--- src/rtl/yutorina_if_prefetch_pkg.sv ---
// yutorina_if_prefetch_pkg: shared types and constants for the prefetching fetch stage
package yutorina_if_prefetch_pkg;
  localparam int ADDR_W_DEF = 30;
  localparam int DATA_W_DEF = 32;
  localparam logic [ADDR_W_DEF-1:0] RESET_PC_DEF = '0;
  localparam logic [ADDR_W_DEF-1:0] FLUSH_VEC_DEF = 30'd22;
  typedef struct packed {
    logic [ADDR_W_DEF-1:0] pc;
    logic [DATA_W_DEF-1:0] insn;
  } fetch_t;
  typedef enum logic [1:0] {REDIR_NONE, REDIR_BRANCH, REDIR_FLUSH} redir_e;
  function automatic redir_e redir_sel(input logic stall, input logic flush, input logic br_taken);
    return stall ? REDIR_NONE : flush ? REDIR_FLUSH : br_taken ? REDIR_BRANCH : REDIR_NONE;
  endfunction
endpackage

--- src/rtl/yutorina_if_prefetch_if.sv ---
// yutorina_if_prefetch_if: ID-facing and memory-facing signals of the fetch stage
interface yutorina_if_prefetch_if
  import yutorina_if_prefetch_pkg::*;
#(
  parameter int ADDR_W = ADDR_W_DEF,
  parameter int DATA_W = DATA_W_DEF
);
  logic stall;
  logic flush;
  logic br_taken;
  logic [ADDR_W-1:0] br_addr;
  logic mem_req;
  logic [ADDR_W-1:0] mem_addr;
  logic mem_gnt;
  logic mem_rvalid;
  logic [DATA_W-1:0] mem_rdata;
  logic [ADDR_W-1:0] if_pc;
  logic [DATA_W-1:0] if_insn;
  logic if_valid;
  logic busy;
  modport master (
    input stall, flush, br_taken, br_addr, mem_gnt, mem_rvalid, mem_rdata,
    output mem_req, mem_addr, if_pc, if_insn, if_valid, busy
  );
  modport slave (
    output stall, flush, br_taken, br_addr, mem_gnt, mem_rvalid, mem_rdata,
    input mem_req, mem_addr, if_pc, if_insn, if_valid, busy
  );
endinterface

--- src/rtl/yutorina_sync_fifo.sv ---
// yutorina_sync_fifo: synchronous FIFO with clear, occupancy count and empty/full flags
module yutorina_sync_fifo #(
  parameter int WIDTH = 8,
  parameter int DEPTH = 4
) (
  input  logic clk,
  input  logic rst,
  input  logic clear,
  input  logic push,
  input  logic pop,
  input  logic [WIDTH-1:0] din,
  output logic [WIDTH-1:0] dout,
  output logic [$clog2(DEPTH+1)-1:0] count,
  output logic empty,
  output logic full
);
  localparam int PW = $clog2(DEPTH);
  localparam int CW = $clog2(DEPTH+1);
  logic [WIDTH-1:0] mem [DEPTH];
  logic [PW-1:0] wptr, rptr;
  logic do_pop;
  assign empty = count == '0;
  assign full = count == CW'(DEPTH);
  assign do_pop = pop && !empty;
  assign dout = mem[rptr];
  // storage needs no reset; the pointers decide which words are live
  always_ff @(posedge clk)
    if (push) mem[wptr] <= din;
  // pointer and occupancy bookkeeping, clear wins over push/pop
  always_ff @(posedge clk)
    if (rst || clear) begin
      wptr <= '0;
      rptr <= '0;
      count <= '0;
    end else begin
      wptr <= wptr + PW'(push);
      rptr <= rptr + PW'(do_pop);
      count <= count + CW'(push) - CW'(do_pop);
    end
  assert property (@(posedge clk) disable iff (rst) count <= CW'(DEPTH));
endmodule

--- src/rtl/yutorina_if_prefetch.sv ---
// yutorina_if_prefetch: instruction fetch stage with a decoupled prefetch queue
module yutorina_if_prefetch
  import yutorina_if_prefetch_pkg::*;
#(
  parameter int ADDR_W = ADDR_W_DEF,
  parameter int DATA_W = DATA_W_DEF,
  parameter int DEPTH = 4,
  parameter logic [ADDR_W-1:0] RESET_PC = RESET_PC_DEF,
  parameter logic [ADDR_W-1:0] FLUSH_VEC = FLUSH_VEC_DEF
) (
  input logic clk,
  input logic rst,
  yutorina_if_prefetch_if.master bus
);
  localparam int CW = $clog2(DEPTH+1);
  typedef struct packed {
    logic [ADDR_W-1:0] pc;
    logic [DATA_W-1:0] insn;
  } entry_t;
  redir_e redir;
  entry_t head;
  logic redirect, req, grant, drop, keep, pop;
  logic q_empty, q_full, tag_empty, tag_full;
  logic [ADDR_W-1:0] fpc, target, tag_head;
  logic [CW-1:0] count, outstanding, discard;
  logic [CW+1:0] inflight;
  assign redir = redir_sel(bus.stall, bus.flush, bus.br_taken);
  assign redirect = redir != REDIR_NONE;
  assign target = redir == REDIR_FLUSH ? FLUSH_VEC : bus.br_addr;
  assign inflight = (CW+2)'(count) + (CW+2)'(outstanding) + (CW+2)'(discard);
  assign req = !rst && !redirect && inflight < (CW+2)'(DEPTH) && !q_full && !tag_full;
  assign grant = req && bus.mem_gnt;
  assign drop = bus.mem_rvalid && discard != '0;
  assign keep = bus.mem_rvalid && discard == '0 && !tag_empty;
  assign pop = !bus.stall && !redirect && !q_empty;
  assign bus.mem_req = req;
  assign bus.mem_addr = fpc;
  assign bus.busy = q_empty && outstanding != '0;
  yutorina_sync_fifo #(.WIDTH(ADDR_W), .DEPTH(DEPTH)) u_tag (
    .clk(clk), .rst(rst), .clear(redirect), .push(grant), .pop(keep),
    .din(fpc), .dout(tag_head), .count(outstanding), .empty(tag_empty), .full(tag_full)
  );
  yutorina_sync_fifo #(.WIDTH(ADDR_W+DATA_W), .DEPTH(DEPTH)) u_queue (
    .clk(clk), .rst(rst), .clear(redirect), .push(keep), .pop(pop),
    .din({tag_head, bus.mem_rdata}), .dout(head), .count(count), .empty(q_empty), .full(q_full)
  );
  // fetch pointer: redirect target or advance on every accepted request
  always_ff @(posedge clk)
    fpc <= rst ? RESET_PC : redirect ? target : fpc + ADDR_W'(grant);
  // responses still owed for fetches abandoned by a redirect
  always_ff @(posedge clk)
    discard <= rst ? '0 : redirect ? discard + outstanding - CW'(drop || keep) : discard - CW'(drop);
  // present the queue head to ID unless stalled; a redirect blanks the slot
  always_ff @(posedge clk)
    if (rst) begin
      bus.if_pc <= '0;
      bus.if_insn <= '0;
      bus.if_valid <= 1'b0;
    end else if (redirect) begin
      bus.if_insn <= '0;
      bus.if_valid <= 1'b0;
    end else if (!bus.stall) begin
      bus.if_pc <= q_empty ? bus.if_pc : head.pc;
      bus.if_insn <= q_empty ? '0 : head.insn;
      bus.if_valid <= !q_empty;
    end
  assert property (@(posedge clk) disable iff (rst) bus.mem_rvalid |-> (outstanding != '0 || discard != '0));
endmodule

--- src/flat_wrapper.sv ---
// flat-port wrapper written by rule: the top's interface ports become plain ports
module yutorina_if_prefetch_flat import yutorina_if_prefetch_pkg::*;
#(
  parameter int ADDR_W = ADDR_W_DEF,
  parameter int DATA_W = DATA_W_DEF,
  parameter int DEPTH = 4,
  parameter logic [ADDR_W-1:0] RESET_PC = RESET_PC_DEF,
  parameter logic [ADDR_W-1:0] FLUSH_VEC = FLUSH_VEC_DEF
)
  (clk, rst, bus_stall, bus_flush, bus_br_taken, bus_br_addr, bus_mem_gnt, bus_mem_rvalid, bus_mem_rdata, bus_mem_req, bus_mem_addr, bus_if_pc, bus_if_insn, bus_if_valid, bus_busy);
  yutorina_if_prefetch_if #(.ADDR_W(ADDR_W), .DATA_W(DATA_W)) bus_i ();
  input logic clk;
  input logic rst;
  input wire logic [$bits(bus_i.stall)-1:0] bus_stall;
  input wire logic [$bits(bus_i.flush)-1:0] bus_flush;
  input wire logic [$bits(bus_i.br_taken)-1:0] bus_br_taken;
  input wire logic [$bits(bus_i.br_addr)-1:0] bus_br_addr;
  input wire logic [$bits(bus_i.mem_gnt)-1:0] bus_mem_gnt;
  input wire logic [$bits(bus_i.mem_rvalid)-1:0] bus_mem_rvalid;
  input wire logic [$bits(bus_i.mem_rdata)-1:0] bus_mem_rdata;
  output wire logic [$bits(bus_i.mem_req)-1:0] bus_mem_req;
  output wire logic [$bits(bus_i.mem_addr)-1:0] bus_mem_addr;
  output wire logic [$bits(bus_i.if_pc)-1:0] bus_if_pc;
  output wire logic [$bits(bus_i.if_insn)-1:0] bus_if_insn;
  output wire logic [$bits(bus_i.if_valid)-1:0] bus_if_valid;
  output wire logic [$bits(bus_i.busy)-1:0] bus_busy;
  assign bus_i.stall = bus_stall;
  assign bus_i.flush = bus_flush;
  assign bus_i.br_taken = bus_br_taken;
  assign bus_i.br_addr = bus_br_addr;
  assign bus_i.mem_gnt = bus_mem_gnt;
  assign bus_i.mem_rvalid = bus_mem_rvalid;
  assign bus_i.mem_rdata = bus_mem_rdata;
  assign bus_mem_req = bus_i.mem_req;
  assign bus_mem_addr = bus_i.mem_addr;
  assign bus_if_pc = bus_i.if_pc;
  assign bus_if_insn = bus_i.if_insn;
  assign bus_if_valid = bus_i.if_valid;
  assign bus_busy = bus_i.busy;
  yutorina_if_prefetch #(.ADDR_W(ADDR_W), .DATA_W(DATA_W), .DEPTH(DEPTH), .RESET_PC(RESET_PC), .FLUSH_VEC(FLUSH_VEC)) u_core (.clk(clk), .rst(rst), .bus(bus_i));
endmodule
--- config.mk ---
export PLATFORM = sky130hd
export DESIGN_NAME = yutorina_if_prefetch_flat
export DESIGN_NICKNAME = d
export VERILOG_FILES = /design/src/rtl/yutorina_if_prefetch_pkg.sv /design/src/rtl/yutorina_if_prefetch_if.sv /design/src/rtl/yutorina_sync_fifo.sv /design/src/rtl/yutorina_if_prefetch.sv /design/src/flat_wrapper.sv
export SDC_FILE = /design/constraint.sdc
export NUM_CORES = 1
export LEC_CHECK = 0
export CORE_MARGIN = 5
export CORE_UTILIZATION = 40
export DETAILED_ROUTE_END_ITERATION = 8
export PLACE_DENSITY = 0.63
export SYNTH_ARGS = -nofsm -noshare
export SYNTH_HDL_FRONTEND = slang
export SYNTH_SLANG_ARGS = --single-unit
--- constraint.sdc ---
create_clock -name clk -period 10.1 [get_ports clk]
set_clock_uncertainty 0.15 [all_clocks]
set_input_delay 3.03 -clock clk [delete_from_list [all_inputs] [get_ports clk]]
set_output_delay 3.03 -clock clk [all_outputs]
set_load 0.03 [all_outputs]
[Word level (Yosys, flattened, before mapping)]
Memory sizes are Yosys's and may differ from the RTL's. A register that Yosys moved wholly into a read port is not among the register bits.
Cells that the tools add are included.
Storage, ports and cells
  logic and storage cells: 77
  input bits: 69
  bits in writable memories: 368
  flip-flop bits (word level): 110
  memories kept: 2
Cells by class
  eq/ne operators: 3
  reduce and logical (&&, ||, !) cells: 30
  $add $sub $neg: 14
  bitwise gates (word level): 3
  mux-type cells: 13
  $lt $le $gt $ge: 1
Memories
  u_core.u_queue.mem: words 4, bits a word 62, read ports 1, clocked after Yosys merged registers in 1, wr ports 1, RTL line yutorina_sync_fifo.sv:19  | logic [WIDTH-1:0] mem [DEPTH];
  u_core.u_tag.mem: words 4, bits a word 30, read ports 1, clocked after Yosys merged registers in 1, wr ports 1, RTL line yutorina_sync_fifo.sv:19
Operators by type and width (count)
  $mux W30: 2
  $mux W32: 1
  $add A30 B1 Y30: 1
  $logic_and A1 B1 Y1: 13
  $sub A3 B1 Y3: 4
  $logic_not A3 Y1: 3
  $add A2 B1 Y2: 4
  $mux W2: 4
  $logic_not A1 Y1: 7
  $add A3 B1 Y3: 2
  $eq A3 B3 Y1 const B: 2
  $reduce_bool A3 Y1: 2
  $add A5 B3 Y5: 1
  $lt A5 B3 Y1 const B: 1
  $mux W1: 5
  $add A3 B3 Y4: 1
  $add A3 B3 Y3: 1
  $mux W3: 1
  $not A1 Y1: 3
  $reduce_and A3 Y1: 1
  $eq A2 B2 Y1 const B: 1
  $logic_or A1 B1 Y1: 2
  $reduce_bool A2 Y1: 1
  $reduce_or A2 Y1: 1

[Longest topological paths before layout]
  word-level depth: 12
  depth in mapped cells: 16
  mapped depth without buffers: 16

[Cells and area by module]
A second synthesis with hierarchy kept.
Second synthesis, totals
  cell total of the unflattened synthesis: 1052
  area total of the unflattened synthesis: 18380.1 µm²
Modules (own cells, without submodules)
  yutorina_sync_fifo (u_core.u_queue): area an instance 9372.7 µm², seq. area each 7587.3 µm², cells an instance 360, instances 1
  yutorina_sync_fifo (u_core.u_tag): area an instance 4748.3 µm², seq. area each 3743.6 µm², cells an instance 193, instances 1
  yutorina_if_prefetch: area an instance 4259.1 µm², seq. area each 1921.8 µm², cells an instance 499, instances 1

[Worst setup path after synthesis]
OpenSTA, ideal clock, no wires.
  path kind: input to register
  start: in bus_mem_rvalid
  end: mem u_core.u_queue.mem[1][0] (netlist name), enable pin
  required time: 9379 ps
  data arrival time: 7762 ps
  stages on the path: 2
  path buffers: 0
  setup slack: 1617 ps
  setup time: 571 ps
  cell sequence: nand3b_1 nor3b_1
On the way
  longest elaborated chain between the ends: 4
RTL lines
  start: declaration: RTL line flat_wrapper.sv:19  | input wire logic [$bits(bus_i.mem_rvalid)-1:0] bus_mem_rvalid;
  $logic_and A1 B1 Y1 (2 in a row): RTL line yutorina_if_prefetch.sv:34  | assign keep = bus.mem_rvalid && discard == '0 && !tag_empty;
  $mux W1: RTL line yutorina_sync_fifo.sv:28  | if (push) mem[wptr] <= din;
  $mux W1 (not written as such): RTL line yutorina_sync_fifo.sv:28
  end: declaration: RTL line yutorina_sync_fifo.sv:19
Every way passes these cells.

[Worst setup path after layout]
  start: in bus_flush
  end: out bus_mem_req
On the way
  longest elaborated chain between the ends: 8
RTL lines
  start: declaration: RTL line flat_wrapper.sv:15  | input wire logic [$bits(bus_i.flush)-1:0] bus_flush;
  $mux W2 (2 in a row): RTL line yutorina_if_prefetch_pkg.sv:13  | return stall ? REDIR_NONE : flush ? REDIR_FLUSH : br_taken ? REDIR_BRANCH : REDIR_NONE;
  $reduce_bool A2 Y1: RTL line yutorina_if_prefetch.sv:28  | assign redirect = redir != REDIR_NONE;
  $logic_not A1 Y1: RTL line yutorina_if_prefetch.sv:31  | assign req = !rst && !redirect && inflight < (CW+2)'(DEPTH) && !q_full && !tag_full;
  $logic_and A1 B1 Y1 (4 in a row): RTL line yutorina_if_prefetch.sv:31
  end: declaration: RTL line flat_wrapper.sv:21  | output wire logic [$bits(bus_i.mem_req)-1:0] bus_mem_req;
Every way passes these cells.

==> run_results.csv <==
group,metric,value,unit
critical_path,path_class,"input port to output port",
die,num_rows,77,
critical_path,r2r_start,"u_core.u_tag.count[0]$_SDFF_PP0_",
layout,multiInputGateArea,0.004459,sq mm
die,start_util,40.44,%
synth,synthCells,1012,
clock_tree,cts_buffer_depth,3,
synth,yosys_warnings,0,
pwr,total_power,0.004270,W
synth,seq_area_frac_synth,73.94,%
critical_path,cp_cell_sequence,"clkdlybuf4s50_1 -> o21bai_1 -> buf_4 -> nor2b_1 -> and3_2 -> clkdlybuf4s50_1",
route,vias_per_cell,5.064,
timing,hold_slack,0.3061,ns
die,die_h,221.7,um
timing,relSlewSlack,28.96,%
critical_path,worst-r2r-setup-slack,5.34,ns
layout,n_fill_cell,3751,
critical_path,crit_path_frequent_cell,"clkdlybuf4s50_1",
hold_path,hold_start,"u_core.bus.if_pc[28]$_SDFFE_PP0P_",
die,core_area,0.04432,sq mm
hold_path,holdPathEnd,"u_core.bus.if_pc[28]$_SDFFE_PP0P_",
critical_path,rr_worst_depth,15,
critical_path,crit_slowest_cell,"clkdlybuf4s50_1",
placement,pre_cts_ws,1.827,ns
grt,antenna_found_initial,0,
placement,place_congestion,0.7369,
clock_tree,cts_root_buf,"clkbuf_16",
critical_path,critPathLaunchType,"input port",
timing,fin_ws,1.836,ns
pwr,p_switching,0.0009481,W
timing,rsz0062_at_grt,"false",
pwr,intPower,0.003322,W
clock_tree,htree_levels,2,
placement,hpwl,22750,um
job,max-cap-violations,0,
grt,grtUsageTotal,15.07,%
synth,async_reset_ff_share,0,%
grt,grt_pass1_wl,58000,um
route,routed-via-count,9282,
hold_path,min_path_type,"register to register",
critical_path,worst_ep_arrival_time,5.08,ns
pwr,pwr_density_cell,195.1,mW/mm^2
timing,slew_viol_final,0,
pwr,cellLeakagePower,6.977,nW
hold_path,holdPathStages,2,
route,ant_nets,0,
timing,period_share,81.82,%
synth,synth_edf_count,368,
clock_tree,cts_setup_buffers,0,
layout,diodes,0,
route,first_pass_iters,5,
timing,max_freq,0.1210,GHz
synth,synthFlopType,"edfxtp_1",
critical_path,crit_fanout,12,
outcome,status,"completed",
critical_path,timing.rr.end,"u_core.bus.mem_addr[29]$_SDFF_PP0_",
synth,netlist_area,0.01792,sq mm
layout,drive_gt1_share,16.92,%
pwr,clockPowerShare,41.2,%
layout,regArea,0.01326,sq mm
layout,area_growth,22.10,%
route,drc,0,
clock_tree,clk_pin_slew,0.06,ns
synth,syn-num-nets,1105,
die,die-area,0.04914,sq mm
grt,grt_max_degree,67,
synth,synth_cell_types,46,
clock_tree,cts_tree,"done",
route,drt_wl_total,37140,um
timing,worst_pin_slew,1.063,ns
clock_tree,postCtsHoldBufs,0,
layout,layout.nets,1292,
clock_tree,clk_latency,0.59,ns
clock_tree,cts_sinks,478,
die,io_pins,164,
timing,fin_tns_setup,0,ns
timing,hold_viol,0,
grt,first_global_vias,9852,
timing,setup_viol,0,
route,routedWlPerCell,20.26,um
critical_path,critical_path_required,6.92,ns
pwr,p_comb_share,7.0,%
critical_path,endpoint_kind,"output port",
die,fp.dieW,221.7,um
timing,period_minus_slack,8.264,ns
pwr,p_sw_share,22.20,%
placement,port_buffers,163,
synth,synth.avg_cell_area,17.71,sq um
pwr,peakVddDrop,0.1407,mV
clock_tree,cts_buffers,50,
grt,grt-ovfl-total,0,
pwr,seq_power_share,51.7,%
clock_tree,cts_resized,0,
critical_path,cpPeakStageDelay,0.69,ns
synth,synth-seq-cells,478,
route,drtIter0Drc,475,
how the worst max path moves through the flow:
| stage | to | depth (start not counted) | startpoint | slack, ns |
|---|---|---|---|---|
| after floorplan | u_core.u_queue.mem[1][0]$_DFFE_PP_ | 2 | bus_mem_rvalid | 1.62 |
| after global placement | bus_mem_req | 6 | bus_flush | 1.83 |
| after detailed placement | bus_mem_req | 6 | bus_flush | 1.83 |
| after CTS | bus_mem_req | 6 | bus_flush | 1.82 |
| after global routing | bus_mem_req | 6 | bus_flush | 1.74 |
| final | bus_mem_req | 6 | bus_flush | 1.84 |
per-stage QoR:
step / area (sq um) / cells / util (%)
2_1_floorplan: 17920 / 1012 / -
3_3_place_gp: 20290 / 1739 / 45.79
3_5_place_dp: 20290 / 1739 / 45.79
4_1_cts: 21880 / 1833 / 49.38
5_1_grt: 21880 / 1833 / 49.38
6_report: 21880 / 1833 / 49.38
cells by family (layout without fill, tap and decap cells):
family	Yosys count	after routing	share of synthesized area (%)
AO/OA/AOI/OAI	103	103	3.574
XOR/XNOR	40	40	1.955
adder cells (fa/ha/maj)	24	24	1.843
buffers and inverters	63	292	1.431
flip-flops	478	478	73.94
multiplexers	93	93	11.62
AND/OR/NAND/NOR	211	211	5.634
area by class of cell:
class                           instances  share of cell area [%]
Sequential cell                       478                   60.59
Multi-Input combinational cell        471                   20.38
Timing Repair Buffer                  183                   8.118
Clock buffer                           62                   6.015
Tap cell                              592                   3.385
Clock inverter                         32                   1.258
Inverter                               15                  0.2573
synth_stat cells, types with 2 or more instances:
master / number / share of area [%]
edfxtp_1: 368 / 62
dfxtp_1: 110 / 12
nand2_1: 99 / 2.1
mux4_2: 92 / 12
nor2_1: 54 / 1.1
a22oi_1: 32 / 1.3
a21oi_1: 31 / 0.87
clkbuf_1: 28 / 0.59
xor2_1: 26 / 1.3
o21ai_0: 24 / 0.67
ha_1: 20 / 1.4
buf_2: 16 / 0.45
inv_1: 15 / 0.31
xnor2_1: 14 / 0.68
nand4_1: 10 / 0.35
nand3_1: 9 / 0.25
and2_1: 7 / 0.24
and3_1: 6 / 0.21
nor3_1: 6 / 0.17
a211oi_1: 5 / 0.21
buf_1: 4 / 0.084
fa_1: 4 / 0.45
nor2b_1: 3 / 0.10
nor3b_1: 3 / 0.13
a21o_1: 2 / 0.084
a22o_1: 2 / 0.098
nand4_4: 2 / 0.24
nor4_4: 2 / 0.24
flip-flops by register name, indices dropped and copies added (netlist names):
signal / flops
u_core.bus.if_valid: 1
u_core.discard: 3
u_core.bus.if_pc: 30
u_core.u_queue.wptr: 2
u_core.u_tag.wptr: 2
u_core.u_tag.mem: 120
u_core.u_queue.rptr: 2
u_core.bus.mem_addr: 30
u_core.u_tag.rptr: 2
u_core.bus.if_insn: 32
u_core.u_queue.mem: 248
u_core.u_tag.count: 3
u_core.u_queue.count: 3
cells in the final DEF (no fill, tap or decap), types with 5 or more instances in the layout:
cell type / n
a211oi_1: 5
a21oi_1: 31
a22oi_1: 32
and2_1: 7
buf_4: 20
clkbuf_1: 10
clkbuf_16: 50
clkdlybuf4s50_1: 162
clkinv_1: 12
clkinv_2: 10
dfxtp_1: 106
edfxtp_1: 368
ha_1: 20
inv_1: 15
mux4_2: 92
nand2_1: 99
nand3_1: 9
nand4_1: 10
nor2_1: 52
o21ai_0: 24
xnor2_1: 14
xor2_1: 26
worst max-delay path: cells and delay by family:
| family | cells | cell delay [ns] |
|---|---|---|
| buffers and inverters | 3 | 1.42 |
| and+or+nand+nor | 2 | 0.45 |
| AOI/OAI and AO/OA | 1 | 0.18 |
power groups by stage:
| stage | Combinational [W] | Clock, W | Sequential (W) |
|---|---|---|---|
| 6_report | 0.000300 | 0.00176 | 0.00221 |
| 5_1_grt | 0.000335 | 0.00189 | 0.00221 |
| 4_1_cts | 0.000307 | 0.00182 | 0.00221 |
| 3_5_place_dp | 0.000304 | 0 | 0.00225 |
| 3_3_place_gp | 0.000298 | 0 | 0.00225 |
| 2_1_floorplan | 0.000171 | 0 | 0.00226 |
metal layers:
| layer | vias up | GRT usage, % | wire length, um |
|---|---|---|---|
| met3 | 47 | 3.403 | 1994 |
| met5 | - | 0 | 0 |
| met1 | 4706 | 20.19 | 16430 |
| met2 | 220 | 24.98 | 18040 |
| li1 | 4309 | - | - |
| met4 | 0 | 4.315 | 676 |
Power figures use the tool's default switching activity.
